`config.mk`:
```
export PLATFORM = sky130hd
export DESIGN_NAME = reg_file_sb
export DESIGN_NICKNAME = d
export VERILOG_FILES = /design/src/rtl/reg_file_sb.sv
export SDC_FILE = /design/constraint.sdc
export NUM_CORES = 2
export LEC_CHECK = 0
export CORE_MARGIN = 2
export CORE_UTILIZATION = 45
export DETAILED_ROUTE_END_ITERATION = 10
export GPL_ROUTABILITY_DRIVEN = 0
export HOLD_SLACK_MARGIN = 0.03
export PLACE_DENSITY_LB_ADDON = 0.05
export SYNTH_ARGS = -nofsm -noshare
export SYNTH_HDL_FRONTEND = slang
export SYNTH_SLANG_ARGS = --single-unit
```
`constraint.sdc`:
```
create_clock -name clk -period 12.11 [get_ports clk]
set_clock_uncertainty 0.05 [all_clocks]
set_input_delay 1.211 -clock clk [delete_from_list [all_inputs] [get_ports clk]]
set_output_delay 1.211 -clock clk [all_outputs]
set_load 0.01 [all_outputs]
```
`src/rtl/reg_file_sb.sv`:
```
// ============================================================================
//  Module      : reg_file_sb
//  Description : Architectural register file with a per-register busy
//                scoreboard. NUM_RD combinational read ports with write
//                bypass, one writeback port (clears busy), one reserve port
//                (sets busy) and a registered count of busy registers.
//                Register 0 is hardwired to zero and never busy.
//  Ports       : clk        - clock, all state updates on rising edge
//                rst_n      - synchronous active-low reset
//                rd_addr    - packed read addresses, port i at [i*AW +: AW]
//                rd_data    - packed read data, port i at [i*XLEN +: XLEN]
//                rd_busy    - per-port flag: addressed register is pending
//                wr_en      - writeback strobe
//                wr_addr    - writeback register index
//                wr_data    - writeback value
//                rsv_en     - reserve strobe
//                rsv_addr   - reserve register index
//                busy_count - number of registers currently busy
//  Revision    : 1.0 - initial release
// ============================================================================
`default_nettype none

module reg_file_sb #(
    parameter int NUM_REGS = 32,
    parameter int XLEN     = 32,
    parameter int NUM_RD   = 2,
    localparam int AW      = $clog2(NUM_REGS),
    localparam int CW      = $clog2(NUM_REGS + 1)
) (
    input  logic                   clk,
    input  logic                   rst_n,
    input  logic [NUM_RD*AW-1:0]   rd_addr,
    output logic [NUM_RD*XLEN-1:0] rd_data,
    output logic [NUM_RD-1:0]      rd_busy,
    input  logic                   wr_en,
    input  logic [AW-1:0]          wr_addr,
    input  logic [XLEN-1:0]        wr_data,
    input  logic                   rsv_en,
    input  logic [AW-1:0]          rsv_addr,
    output logic [CW-1:0]          busy_count
);

    // One extra bit so NUM_REGS itself is representable for range checks
    // (NUM_REGS may be a power of two, e.g. 32 with AW=5).
    localparam int            c_aw1      = AW + 1;
    localparam logic [AW:0]   c_num_regs = c_aw1'(NUM_REGS);

    logic [XLEN-1:0]     r_regs [NUM_REGS];
    logic [NUM_REGS-1:0] r_busy;
    logic [CW-1:0]       r_busy_count;

    logic                w_wr_ok;
    logic                w_rsv_ok;
    logic [NUM_REGS-1:0] w_busy_next;
    logic                w_inc;
    logic                w_dec;
    logic [CW-1:0]       w_count_next;

    // Register 0 and out-of-range indices are silently dropped.
    assign w_wr_ok  = wr_en  && (wr_addr  != '0) && ({1'b0, wr_addr}  < c_num_regs);
    assign w_rsv_ok = rsv_en && (rsv_addr != '0) && ({1'b0, rsv_addr} < c_num_regs);

    // Write clears, then reserve sets: a same-register collision leaves the
    // bit set because the reserve refers to a newer in-flight producer.
    always_comb begin
        w_busy_next = r_busy;
        for (int i = 0; i < NUM_REGS; i++) begin
            if (w_wr_ok && (wr_addr == AW'(i))) begin
                w_busy_next[i] = 1'b0;
            end
            if (w_rsv_ok && (rsv_addr == AW'(i))) begin
                w_busy_next[i] = 1'b1;
            end
        end
    end

    // Count only net bit transitions. A write to a register that is being
    // reserved in the same cycle never clears it, so it cannot decrement.
    always_comb begin
        w_inc = w_rsv_ok && !r_busy[rsv_addr];
        w_dec = w_wr_ok && r_busy[wr_addr] && !(w_rsv_ok && (rsv_addr == wr_addr));
        w_count_next = r_busy_count;
        if (w_inc && !w_dec) begin
            w_count_next = r_busy_count + CW'(1);
        end else if (w_dec && !w_inc) begin
            w_count_next = r_busy_count - CW'(1);
        end
    end

    always_ff @(posedge clk) begin
        if (!rst_n) begin
            for (int i = 0; i < NUM_REGS; i++) begin
                r_regs[i] <= '0;
            end
            r_busy       <= '0;
            r_busy_count <= '0;
        end else begin
            if (w_wr_ok) begin
                r_regs[wr_addr] <= wr_data;
            end
            r_busy       <= w_busy_next;
            r_busy_count <= w_count_next;
        end
    end

    assign busy_count = r_busy_count;

    // Read ports: zero-latency, with bypass of the write arriving this cycle.
    // Reserves are deliberately not bypassed.
    generate
        for (genvar p = 0; p < NUM_RD; p++) begin : g_rd
            logic [AW-1:0] w_addr;
            logic          w_valid;

            assign w_addr  = rd_addr[p*AW +: AW];
            assign w_valid = (w_addr != '0) && ({1'b0, w_addr} < c_num_regs);

            always_comb begin
                rd_data[p*XLEN +: XLEN] = '0;
                rd_busy[p]              = 1'b0;
                if (w_valid) begin
                    if (w_wr_ok && (wr_addr == w_addr)) begin
                        rd_data[p*XLEN +: XLEN] = wr_data;
                    end else begin
                        rd_data[p*XLEN +: XLEN] = r_regs[w_addr];
                        rd_busy[p]              = r_busy[w_addr];
                    end
                end
            end
        end
    endgenerate

endmodule

`default_nettype wire

```
==> results.yml <==
detailed_routing:
  wl_um: 210700
  drc: 0
  detail-route-antenna-nets: 0
  wl_per_cell_um: 37.60
  met3_length_um: 23240
  vias_per_cell: 6.699
  highest_layer: "met5"
  dr.pass1.iters: 5
  met1_length_um: 84630
  num_vias: 37535
  dr_wl_met2_um: 96420
  drtIter0Drc: 5410
pwr:
  fin_total_pwr_uw: 9122
  p_per_area_nw_per_um2: 141.3
  switching_share: 0.2572
  p_leak_uw: 0.02167
  ir_drop_uv: 137.2
  clockPowerShare: 0.386
  switchingPower_uw: 2346
  internal-power_uw: 6775
  pwr-share-comb: 0.138
  p_seq_frac: 0.476
critical_path:
  max_stage_delay_ps: 710
  crit_fanout: 90
  crit_top_cell: "mux4_2"
  cp.arrival_ps: 5930
  start_kind: "input port"
  cp_data_required_time_ps: 10850
  crit_buf_inv: 4
  critPathKind: "in2out"
  crit_chain: "buf_8 > buf_12 > buf_4 > mux4_2 > mux4_2 > nor2_1 > a31oi_1 > a22o_1 > clkdlybuf4s50_1"
  cp.depth: 9
  reg2reg_depth: 12
  critPathSlowestCell: "buf_4"
  crit_path_end_kind: "primary output"
  cp_top_family: "buffers and inverters"
global_routing:
  grt_first_pass_wirelength_um: 295100
  grt-ovfl-total: 0
  grt_pass1_vias: 37968
  groute.usage.overall: 0.3229
  antenna_found_initial: 20
  grt_start_max_net_pins: 91
cts:
  cts.sinks: 1062
  cts-root-buf: "clkbuf_16"
  cts_hold_buf: 0
  htreeDepth: 3
  clk_latency_ps: 720
  cts_tree: "yes"
  post_cts_resized: 0
  cts_buffers: 118
  post_cts_buffers: 0
  clk_pin_slew_ps: 60
  cts_buffer_depth: 3
logic_synthesis:
  avgSynthCellArea_um2: 14.95
  synth_area_um2: 57600
  synth-edff-count: 1024
  synthXorXnorAreaFrac: 0.002433
  synthCells: 3853
  ys_ff_latch: 1062
  muxShareOfSynthArea: 0.2378
  ys_dominant_reg_cell: "edfxtp_1"
  synth_top_area_cell: "edfxtp_1"
  synthArstFlopShare: 0
  synth_top_family_by_area: "multiplexers"
  synthTopCellsByArea: "edfxtp_1 53%, mux4_2 22%, and2_1 11%"
  synth_fa_ha_area_frac: 0.001651
  synth-compound-area-share: 0.04292
  ys_types: 59
  yosysTopAreaCellShare: 0.5338
  synth-seq-area-share: 0.5470
  yosys_warnings: 0
  synth-simple-area-share: 0.1338
cells_and_area:
  drive_above_1_share: 0.2587
  nFillCells: 10520
  syn_to_final_growth_pct: 12.09
  finalNetCount: 3901
floorplanning:
  initial_core_util: 0.4523
  dieArea_um2: 130900
  core_um2: 127400
  io_pins: 128
  rows: 131
  die_x_um: 361.8
  die_h_um: 361.8
hold_path:
  whs_path_depth: 2
  hp-class: "reg2reg"
timing:
  holdWs_ps: 465.5
  worst_slew_pin_slew_ps: 1443
  max_slew_margin: 0.03569
  fmax_ghz: 0.1390
  hold_viol: 0
  fin_crit_sh: 0.5942
  slew_viol_final: 0
  fin_crit_ps: 7195
  setup_viol_count_final: 0
  tns_ps: 0
  finalWorstSetupSlack_ps: 4915
  rsz0062_at_grt: "no"
run_status:
  status: "finished, final reports clean"
flow_run:
  maxCapViolCount: 0
placed_design:
  place_ws_ps: 4888
  io_buffers: 127
  dpl.hpwl_um: 115100
-- registers in the layout, indices dropped and copies added (netlist names) --
register	cells
r_regs	1024
busy_count	6
r_busy	32
-- cell usage after synthesis, types with 7 or more instances --
cell type,count
edfxtp_1,1024
a22oi_1,60
a22o_1,30
a211oi_1,27
xor2_1,9
buf_2,82
a21oi_1,9
buf_4,12
dfxtp_1,38
buf_6,13
nor3_1,7
o31ai_1,33
or4_1,23
nand2b_1,11
xnor2_1,7
mux4_2,554
a211o_1,10
nand3_1,25
nor2_1,108
or2_2,7
nand2_1,59
nor2b_1,34
buf_1,22
a31oi_1,28
mux2i_1,13
o22ai_1,101
clkbuf_1,285
o21ai_0,35
mux2_2,92
and2_1,995
inv_1,42
-- layout by cell type (no fill, tap or decap), drive strengths merged, types with 9 or more instances in the layout --
cell type and instances:
o22ai 101, o31ai 33, buf 132, xor2 9, mux2i 13, mux2 92, a22oi 60, edfxtp 1024
or4 23, dfxtp 38, nor2b 34, nor2 108, nand3 25, mux4 556, clkinv 52, a31oi 28
and2 996, clkbuf 154, inv 45, conb 32, o21ai 35, a22o 30, a211oi 27, nand2b 11
a211o 10, clkdlybuf4s50 117, nand2 59, a21oi 9
-- path summary, 6_finish.rpt --
| path | slack, ps | to | start |
|---|---|---|---|
| max | 4910 | rd_data[47] | rd_addr[5] |
| min | 470 | r_busy[31] | r_busy[31] |
| max reg2reg | 8580 | busy_count[5] | r_busy[11] |
| min reg2reg | 470 | r_busy[31] | r_busy[31] |
-- logic make-up after synthesis --
family	count (synthesis)
AND/OR/NAND/NOR	1296
AO/OA/AOI/OAI	353
flip-flops	1062
adder cells (fa/ha/maj)	7
XOR/XNOR	16
multiplexers	661
buffers and inverters	457
other	1
-- layout make-up --
class	count	area [um^2]	share of cell area
inverter	42	157.7	0.002442
antenna	6	15.01	0.0002325
multi-input combinational	2365	24860	0.3850
tap	1662	2079	0.03221
timing repair buffer	249	2252	0.03488
clock inverter	63	500.5	0.007751
sequential	1062	31510	0.4880
clock buffer	154	3192	0.04944
-- metrics by stage --
step / util / instances / area, um^2
6_report: 0.5070 / 5603 / 64570
5_1_grt: 0.5069 / 5597 / 64550
4_1_cts: 0.5069 / 5597 / 64550
3_5_place_dp: 0.4779 / 5380 / 60860
3_3_place_gp: 0.4779 / 5380 / 60860
2_1_floorplan: - / 3884 / 57720
-- layer usage --
layer  track usage  vias up
met1        0.4613    19958
met2        0.4954     2366
met3       0.07307      353
met4       0.09837        6
met5             0        -
li1              -    14852
-- worst register-to-register path, delay by kind of cell, from the launching register on --
kind	cells	cell delay, ps
DFF	1	340
adders and majority gates	2	680
buffers and inverters	1	210
and+or+nand+nor	1	80
muxes	3	1150
AOI/OAI and AO/OA	5	900
-- power groups by stage --
stage          Clock [uW]  Sequential [uW]  Combinational [uW]
2_1_floorplan           0             4380                 732
3_3_place_gp            0             4390                1230
3_5_place_dp            0             4410                1240
4_1_cts              3550             4340                1250
5_1_grt              3690             4360                1300
6_report             3520             4340                1260
(Power assumes the default switching activity.)
